<file path="src/rtl/memory_stage.sv">
// Memory stage: accepts execute results, performs aligned dcache loads/stores through a
// four-state FSM (idle/request/wait/writeback) and presents one writeback beat per op.
module memory_stage #(
  parameter int unsigned XLEN = 64
) (
  input  logic            clk_i,
  input  logic            reset_i,
  input  logic            ex_valid_i,
  output logic            ex_ready_o,
  input  logic [XLEN-1:0] ex_alu_result_i,
  input  logic [XLEN-1:0] ex_store_data_i,
  input  logic            ex_mem_read_i,
  input  logic            ex_mem_write_i,
  input  logic [2:0]      ex_funct3_i,
  input  logic [4:0]      ex_dest_reg_i,
  input  logic            ex_reg_write_i,
  output logic            dcache_req_valid_o,
  output logic            dcache_req_write_o,
  input  logic            dcache_req_ready_i,
  output logic [XLEN-1:0] dcache_req_addr_o,
  output logic [XLEN-1:0] dcache_req_wdata_o,
  output logic [7:0]      dcache_req_wstrb_o,
  input  logic            dcache_resp_valid_i,
  input  logic [XLEN-1:0] dcache_resp_data_i,
  output logic            wb_valid_o,
  output logic [XLEN-1:0] wb_data_o,
  output logic [4:0]      wb_dest_reg_o,
  output logic            wb_reg_write_o,
  output logic            misaligned_fault_o
);

  typedef enum logic [1:0] {StIdle, StReq, StWait, StWb} state_e;

  state_e          state_q;
  logic [XLEN-1:0] addr_q;
  logic [2:0]      funct3_q;
  logic [4:0]      dest_q;
  logic            reg_write_q;
  logic            is_store_q;
  logic            req_valid_q, req_write_q;
  logic [XLEN-1:0] req_addr_q, req_wdata_q;
  logic [7:0]      req_wstrb_q;
  logic            wb_valid_q, wb_reg_write_q, fault_q;
  logic [XLEN-1:0] wb_data_q;
  logic [4:0]      wb_dest_q;

  logic [2:0]      ex_off;
  logic            ex_misaligned;
  logic            ex_rd_write;
  logic [7:0]      size_strb;
  logic [XLEN-1:0] size_mask;
  logic [7:0]      st_wstrb;
  logic [XLEN-1:0] st_wdata;
  logic [XLEN-1:0] ld_shifted;
  logic [XLEN-1:0] ld_value;

  always_comb begin
    ex_off      = ex_alu_result_i[2:0];
    ex_rd_write = ex_reg_write_i && (ex_dest_reg_i != 5'd0);
    unique case (ex_funct3_i[1:0])
      2'b00: begin size_strb = 8'h01; ex_misaligned = 1'b0;          end
      2'b01: begin size_strb = 8'h03; ex_misaligned = ex_off[0];     end
      2'b10: begin size_strb = 8'h0F; ex_misaligned = |ex_off[1:0];  end
      default: begin size_strb = 8'hFF; ex_misaligned = |ex_off;     end
    endcase
    size_mask = '0;
    for (int i = 0; i < 8; i++) size_mask[8*i +: 8] = {8{size_strb[i]}};
    st_wstrb = size_strb << ex_off;
    // Store bytes are masked to the access size before lane shifting so stray rs2 bits stay 0
    st_wdata = (ex_store_data_i & size_mask) << {ex_off, 3'b000};
  end

  always_comb begin
    ld_shifted = dcache_resp_data_i >> {addr_q[2:0], 3'b000};
    unique case (funct3_q)
      3'b000:  ld_value = {{(XLEN-8){ld_shifted[7]}}, ld_shifted[7:0]};
      3'b001:  ld_value = {{(XLEN-16){ld_shifted[15]}}, ld_shifted[15:0]};
      3'b010:  ld_value = {{(XLEN-32){ld_shifted[31]}}, ld_shifted[31:0]};
      3'b100:  ld_value = {{(XLEN-8){1'b0}}, ld_shifted[7:0]};
      3'b101:  ld_value = {{(XLEN-16){1'b0}}, ld_shifted[15:0]};
      3'b110:  ld_value = {{(XLEN-32){1'b0}}, ld_shifted[31:0]};
      default: ld_value = ld_shifted;
    endcase
  end

  always_ff @(posedge clk_i) begin
    if (reset_i) begin
      state_q        <= StIdle;
      addr_q         <= '0;
      funct3_q       <= '0;
      dest_q         <= '0;
      reg_write_q    <= 1'b0;
      is_store_q     <= 1'b0;
      req_valid_q    <= 1'b0;
      req_write_q    <= 1'b0;
      req_addr_q     <= '0;
      req_wdata_q    <= '0;
      req_wstrb_q    <= '0;
      wb_valid_q     <= 1'b0;
      wb_reg_write_q <= 1'b0;
      fault_q        <= 1'b0;
      wb_data_q      <= '0;
      wb_dest_q      <= '0;
    end else begin
      unique case (state_q)
        StIdle: begin
          if (ex_valid_i) begin
            addr_q      <= ex_alu_result_i;
            funct3_q    <= ex_funct3_i;
            dest_q      <= ex_dest_reg_i;
            reg_write_q <= ex_rd_write;
            // Both read and write high is illegal; read wins
            is_store_q  <= ex_mem_write_i && !ex_mem_read_i;
            if (!ex_mem_read_i && !ex_mem_write_i) begin
              wb_valid_q     <= 1'b1;
              wb_data_q      <= ex_alu_result_i;
              wb_dest_q      <= ex_dest_reg_i;
              wb_reg_write_q <= ex_rd_write;
              fault_q        <= 1'b0;
              state_q        <= StWb;
            end else if (ex_misaligned) begin
              wb_valid_q     <= 1'b1;
              wb_data_q      <= ex_alu_result_i;
              wb_dest_q      <= ex_dest_reg_i;
              wb_reg_write_q <= 1'b0;
              fault_q        <= 1'b1;
              state_q        <= StWb;
            end else begin
              req_valid_q <= 1'b1;
              req_write_q <= !ex_mem_read_i;
              req_addr_q  <= {ex_alu_result_i[XLEN-1:3], 3'b000};
              req_wdata_q <= ex_mem_read_i ? '0 : st_wdata;
              req_wstrb_q <= ex_mem_read_i ? '0 : st_wstrb;
              state_q     <= StReq;
            end
          end
        end
        StReq: begin
          if (dcache_req_ready_i) begin
            req_valid_q <= 1'b0;
            state_q     <= StWait;
          end
        end
        StWait: begin
          if (dcache_resp_valid_i) begin
            wb_valid_q     <= 1'b1;
            wb_data_q      <= is_store_q ? addr_q : ld_value;
            wb_dest_q      <= dest_q;
            wb_reg_write_q <= is_store_q ? 1'b0 : reg_write_q;
            fault_q        <= 1'b0;
            state_q        <= StWb;
          end
        end
        StWb: begin
          wb_valid_q <= 1'b0;
          fault_q    <= 1'b0;
          state_q    <= StIdle;
        end
        default: state_q <= StIdle;
      endcase
    end
  end

  assign ex_ready_o         = (state_q == StIdle);
  assign dcache_req_valid_o = req_valid_q;
  assign dcache_req_write_o = req_write_q;
  assign dcache_req_addr_o  = req_addr_q;
  assign dcache_req_wdata_o = req_wdata_q;
  assign dcache_req_wstrb_o = req_wstrb_q;
  // Reset during writeback kills the beat in the same cycle
  assign wb_valid_o         = wb_valid_q && !reset_i;
  assign misaligned_fault_o = fault_q && !reset_i;
  assign wb_data_o          = wb_data_q;
  assign wb_dest_reg_o      = wb_dest_q;
  assign wb_reg_write_o     = wb_reg_write_q;

endmodule

</file>
<file path="config.mk">
export PLATFORM = sky130hd
export DESIGN_NAME = memory_stage
export DESIGN_NICKNAME = d
export VERILOG_FILES = /design/src/rtl/memory_stage.sv
export SDC_FILE = /design/constraint.sdc
export NUM_CORES = 1
export LEC_CHECK = 0
export CORE_AREA = 2 2 216 154
export DETAILED_ROUTE_END_ITERATION = 16
export DIE_AREA = 0 0 218 156
export PLACE_DENSITY = 0.8
export RECOVER_POWER = 25
export SLEW_MARGIN = 20
export SYNTH_ARGS = -nofsm -noshare
export SYNTH_HDL_FRONTEND = slang
export SYNTH_SLANG_ARGS = --single-unit
</file>
<file path="constraint.sdc">
create_clock -name clk_i -period 2.6 [get_ports clk_i]
set_input_delay 0.52 -clock clk_i [delete_from_list [all_inputs] [get_ports clk_i]]
set_output_delay 0.52 -clock clk_i [all_outputs]
set_load 0.03 [all_outputs]
</file>
# After elaboration in Yosys (flattened, before gate mapping)
# Index checks and enable logic that the tools add are counted.
[totals]
regBits = 283
latch_bits = 0
ramBits = 0
romBits = 0
in_bits = 208
out_inout_bits = 211
elab_cells = 103
n_memories = 0
[op_classes]
add_sub_neg = 0
multipliers = 0
div_mod_pow = 0
order_cmp = 0
n_eq_ne = 16
shift = 3
muxes = 42
bitwise = 3
reduce_logical = 23
[ops]
columns = ["cell", "n"]
rows = [
  ["64-bit two-way mux", 6],
  ["64-bit case mux with 6 select lines", 1],
  ["64-bit case mux with 2 select lines", 1],
  ["64-bit AND", 1],
  ["64-bit by 6-bit << shifter with 64-bit output", 1],
  ["64-bit by 6-bit right shift with 64-bit output", 1],
  ["8-bit case mux with 3 select lines", 1],
  ["5-bit two-way mux", 4],
  ["1-bit two-way mux", 16],
  ["4-bit AND reduction", 3],
  ["2-bit two-way mux", 5],
  ["2-bit inequality test, second input constant", 5],
  ["5-bit case mux with 2 select lines", 1],
  ["3-bit equality test, second input constant", 3],
  ["1-bit case mux with 3 select lines", 3],
  ["8-bit two-way mux", 1],
  ["2-bit case mux with 4 select lines", 1],
  ["8-bit by 3-bit << shifter with 8-bit output", 1],
  ["2-bit equality test, second input constant", 3],
  ["1-bit logical AND", 5],
  ["5-bit AND reduction", 1],
  ["5-bit nonzero test", 1],
  ["2-bit by 1-bit equality test with 1-bit output, second input constant", 2],
  ["2-bit logical NOT", 2],
  ["other kinds (13)", 18],
]

# Longest topological paths before layout
[depth]
depth_word = 6
mapped_depth = 9
mapped_depth_nobuf = 7

# Least setup slack after synthesis
# Ideal clock, no wire load.
[synth_path]
path_kind = "register -> register"
startpoint = "reg state_q[0]"
endpoint = "reg req_wdata_q[0] (netlist: dcache_req_wdata_o[0])"
setup_time_ns = 0.070
arrival_time_ns = 2.215
setup_slack_ns = 0.315
path_stages_with_launch = 10
path_buffers = 3
synth_period_minus_slack_ns = 2.285
path_cell_list = "dfxtp_1 -> inv_1 -> ha_1 -> and2_1 -> clkbuf_1 -> o2111a_1 -> buf_2 -> buf_1 -> nand3_1 -> a21oi_1"
[synth_via]
elab_chain_cells = 2
[synth_rtl]
columns = ["item", "line", "rtl"]
rows = [
  ["start, declared", "34", "state_e state_q;"],
  ["start signal, assigned", "88", "state_q <= StIdle;"],
  ["start signal, assigned", "120", "state_q <= StWb;"],
  ["start signal, assigned", "127", "state_q <= StWb;"],
  ["2-bit logical NOT", "-", ""],
  ["net ex_ready_o", "9", "output logic ex_ready_o,"],
  ["4-bit AND reduction (no source line)", "-", ""],
  ["end signal, assigned", "132", "req_wdata_q <= ex_mem_read_i ? '0 : st_wdata;"],
  ["end, declared", "41", "logic [XLEN-1:0] req_addr_q, req_wdata_q;"],
]
# The timed path passes the listed nets, and every way through them passes these cells.
# A chain may end at the register's enable or synchronous reset.

# Worst setup path in the final report
[layout_path]
startpoint = "reg state_q[0]"
endpoint = "out ex_ready_o"
[layout_via]
elab_chain_cells = 1
[layout_rtl]
columns = ["item", "line", "rtl"]
rows = [
  ["2-bit logical NOT", "164", "assign ex_ready_o = (state_q == StIdle);"],
  ["end, declared", "9", ""],
]
# Every way passes these cells.

==> results.md <==
- Critical register-to-register path endpoint: dcache_req_wdata_o[7]$_SDFFE_PP0P_
- Sequential element share of the synthesized area: 36.7%
- Remaining global-route overflow: 0
- Count of final setup violators: 0
- Number of enable-type register cells in the synthesized netlist: 0
- Fraction of synthesized cell area taken by the top area cell type: 36.7%
- Gr usage total: 36.3%
- Most common cell in the synthesized netlist: nand2_1
- Global-route wire length before repair: 95,400 um
- Detailed-route DRC error count: 0
- Unrepaired setup endpoints after global routing: no
- Initial antenna violation count: 6
- Longest individual stage delay on the worst path: 0.44 ns
- Area Overhead vs Synth: 40.5%
- CTS sink count: 283
- Setup WS pre-CTS: -0.263 ns
- Slowest library cell on the worst path: dlygate4sd2_1
- Number of nets in the finished design: 2,514
- Top cell family by delay on the critical path: buffers and inverters
- Critical path start-end classification: register to primary output
- Worst-path fanout max: 5
- Data required time of the critical path: 2.08 ns
- Register-to-register path setup slack: 0.17 ns
- Relative max-transition margin: 30.9%
- Max_cap viols: 0
- Total wire length after detailed routing: 64,700 um
- Share of power burned in the clock network: 25.1%
- Final count of pins violating max slew: 0
- Initial core utilization: 48.3%
- Unique cell type count in the Yosys netlist: 79
- GPL Wtd Cong: 1.02
- Final routed wire length divided by cell count: 23.5 um
- Boundary Pins: 419
- Count of input and output buffers: 415
- Total power of the final layout: 0.0194 W
- DRT antenna net count: 0
- Data arrival time of the critical path: 1.93 ns
- Terminating pin of the worst hold path: dcache_req_wdata_o[37]$_SDFFE_PP0P_
- Power per cell area: 895 nW/um^2
- Final hold vios: 0
- Synth area leaders: dfxtp_1 (37%), nand2_1 (9.0%), a21oi_1 (7.8%), mux2i_1 (4.5%), mux2_2 (3.6%)
- Time the final worst path needs with I/O delays and setup: 2.45 ns
- Via Count: 16,968
- DRC marker count from the first detailed-route iteration: 2,411
- Actual slew at the worst max-slew pin: 1.04 ns
- Worst-skew pair later-pin latency: 0.59 ns
- Int Power: 0.0116 W
- Fillers: 2,655
- Worst-case clock skew: 0.0144 ns
- Clock Tree Root: clkbuf_16
- Launch instance of the worst min-delay path: reset_i
- Sequential Power Share: 29.1%
- Launch point of the worst reg-to-reg path: state_q[0]$_SDFFE_PP0P_
- Die H: 156 um
- Post-synthesis average cell area: 8.13 um^2
- Vias per cell: 6.16
- Maximum number of pins on one net before global-route repair: 80
- Launch point of the critical path: state_q[0]$_SDFFE_PP0P_
- Fmax achieved: 408 MHz
- Clock tree from TritonCTS: built
- Vias in the first global route: 15,419
- Fraction of final layout cells with drive strength greater than 1: 13.7%
- Std-Cell Core Area: 31,900 um^2
- Fraction of synthesis flops using an asynchronous set or reset pin: 0%
- Gate Count Post-Synth: 1,898
- Count of synthesis-stage warnings from yosys: 0
- Result of the run: completed
- Standby leakage power: 7.68 nW
- Detailed-router iteration count before antenna repair: 7
- Portion of total power attributed to combinational logic: 45.9%
- TritonCTS buffer count: 29
- Cts hold-fix bufs: 0
- DP Wirelength: 47,900 um
- Number of rows created at floorplan: 55
- Most frequent cells after synthesis: nand2_1 (372), dfxtp_1 (283), a21oi_1 (242)
- Clock transition at the register clock pins on the worst setup and hold paths after CTS: 0.06 ns
- Sum of negative setup slack: 0 ns
- Worst Setup Start Kind: register
- CP endpoint kind: primary output
- Ratio of final minimum period to clock period: 94.2%
- Net Switching: 0.00781 W
- Net switching share of the total power: 40.3%
- Slack of the critical path: 0.151 ns
- Number of cells on the worst reg-to-reg path: 8
- CTS HTree Levels: 1
- CP bufs+invs: 3
- Area of the die: 34,000 um^2
- Hold/Removal Path Class: input pin to register
- Cell breakdown of the critical path: inv_1, ha_1, buf_4, dlygate4sd2_1
- Most area-hungry cell type in the Yosys netlist: dfxtp_1
- Cell area after technology mapping: 15,400 um^2
- Hold depth: 2
- Max rail drop VDD: 0.737 mV
- Longest Clk Path Bufs: 3
- Die span in x: 218 um
- Seq cells post-synth: 283
- Main flop type after synthesis: dfxtp_1
power groups by stage:
stage	combinational (W)	sequential, W	clock, W
after floorplan	0.00438	0.00659	0
after global placement	0.00857	0.00568	0
after detailed placement	0.00872	0.00569	0
after CTS	0.00877	0.00561	0.00490
after global routing	0.00938	0.00569	0.00507
final	0.00890	0.00564	0.00487
layout make-up:
class | count | area [um^2] | area share, %
Tap cell | 427 | 534 | 2.46
Inverter | 40 | 150 | 0.692
Clock inverter | 14 | 277 | 1.27
Timing Repair Buffer | 561 | 5430 | 25.0
Multi-Input combinational cell | 1387 | 8780 | 40.5
Sequential cell | 283 | 5670 | 26.1
Antenna cell | 4 | 10.0 | 0.0461
Clock buffer | 39 | 835 | 3.85
logic make-up (layout without fill, tap and decap cells):
family	Yosys count	in the layout	synth area share (%)
AND/OR/NAND/NOR	644	644	18.5
other	1	7	0.0243
multiplexers	143	143	11.6
buffers and inverters	230	654	6.61
adder cells (fa/ha/maj)	4	4	0.324
AO/OA/AOI/OAI	593	593	26.2
flip-flops	283	283	36.7
worst max path at each step:
stage                                         end  slack (ns)  depth (start not counted)
3_3_place_gp           wb_data_o[19]$_SDFFE_PP0P_       -0.24                          8
3_5_place_dp           wb_data_o[19]$_SDFFE_PP0P_       -0.26                          7
5_1_grt        dcache_req_wdata_o[7]$_SDFFE_PP0P_        0.06                          8
4_1_cts                wb_data_o[19]$_SDFFE_PP0P_        0.10                          8
6_report                               ex_ready_o        0.15                          4
2_1_floorplan  dcache_req_wdata_o[0]$_SDFFE_PP0P_        0.32                          9
state kept, by name, summed over array words and instances (netlist names), 2 cells and up:
register,count
wb_data_o,64
dcache_req_wstrb_o,8
state_q,2
dcache_req_wdata_o,64
addr_q,64
dest_q,5
dcache_req_addr_o,61
funct3_q,3
wb_dest_reg_o,5
per-stage QoR:
stage	area, um^2	utilization, %	cells	hold slack (ns)
global route	21700	67.9	2755	0.232
detailed placement	20600	64.5	2696	0.441
floorplan	15400	-	1900	0.427
global placement	20600	64.5	2696	0.438
CTS	21700	68.0	2749	0.219
finish	21700	67.9	2755	0.225
layout by cell type (no fill, tap or decap), types with 19 or more instances in the layout:
master / count
dlygate4sd3_1: 25
nor2_1: 88
mux2_2: 49
mux2i_1: 70
clkdlybuf4s50_1: 387
o22ai_1: 31
o21ai_0: 44
o211ai_1: 34
nor2b_1: 33
mux4_2: 24
a211oi_1: 42
a22oi_1: 43
buf_4: 127
clkbuf_16: 30
dfxtp_1: 281
nand3_1: 19
nor3_1: 51
nand2_1: 371
inv_1: 37
a21oi_1: 242
metal layers:
layer / share of wire, % / vias up / global-route usage [%] / routed length [um]
met2: 43 / 982 / 52.3 / 27600
met4: 2.3 / 4 / 8.52 / 1470
met1: 44 / 8207 / 54.6 / 28400
met5: 0.040 / - / 0 / 26
met3: 11 / 95 / 7.88 / 7140
li1: - / 7680 / - / -
what timing repair did:
action | 4_1_cts | 5_1_grt
gates resized for setup | 1 | 0
buffers inserted | 0 | 2
endpoints found under the setup margin | 1 | 5
(Power assumes the default switching activity.)
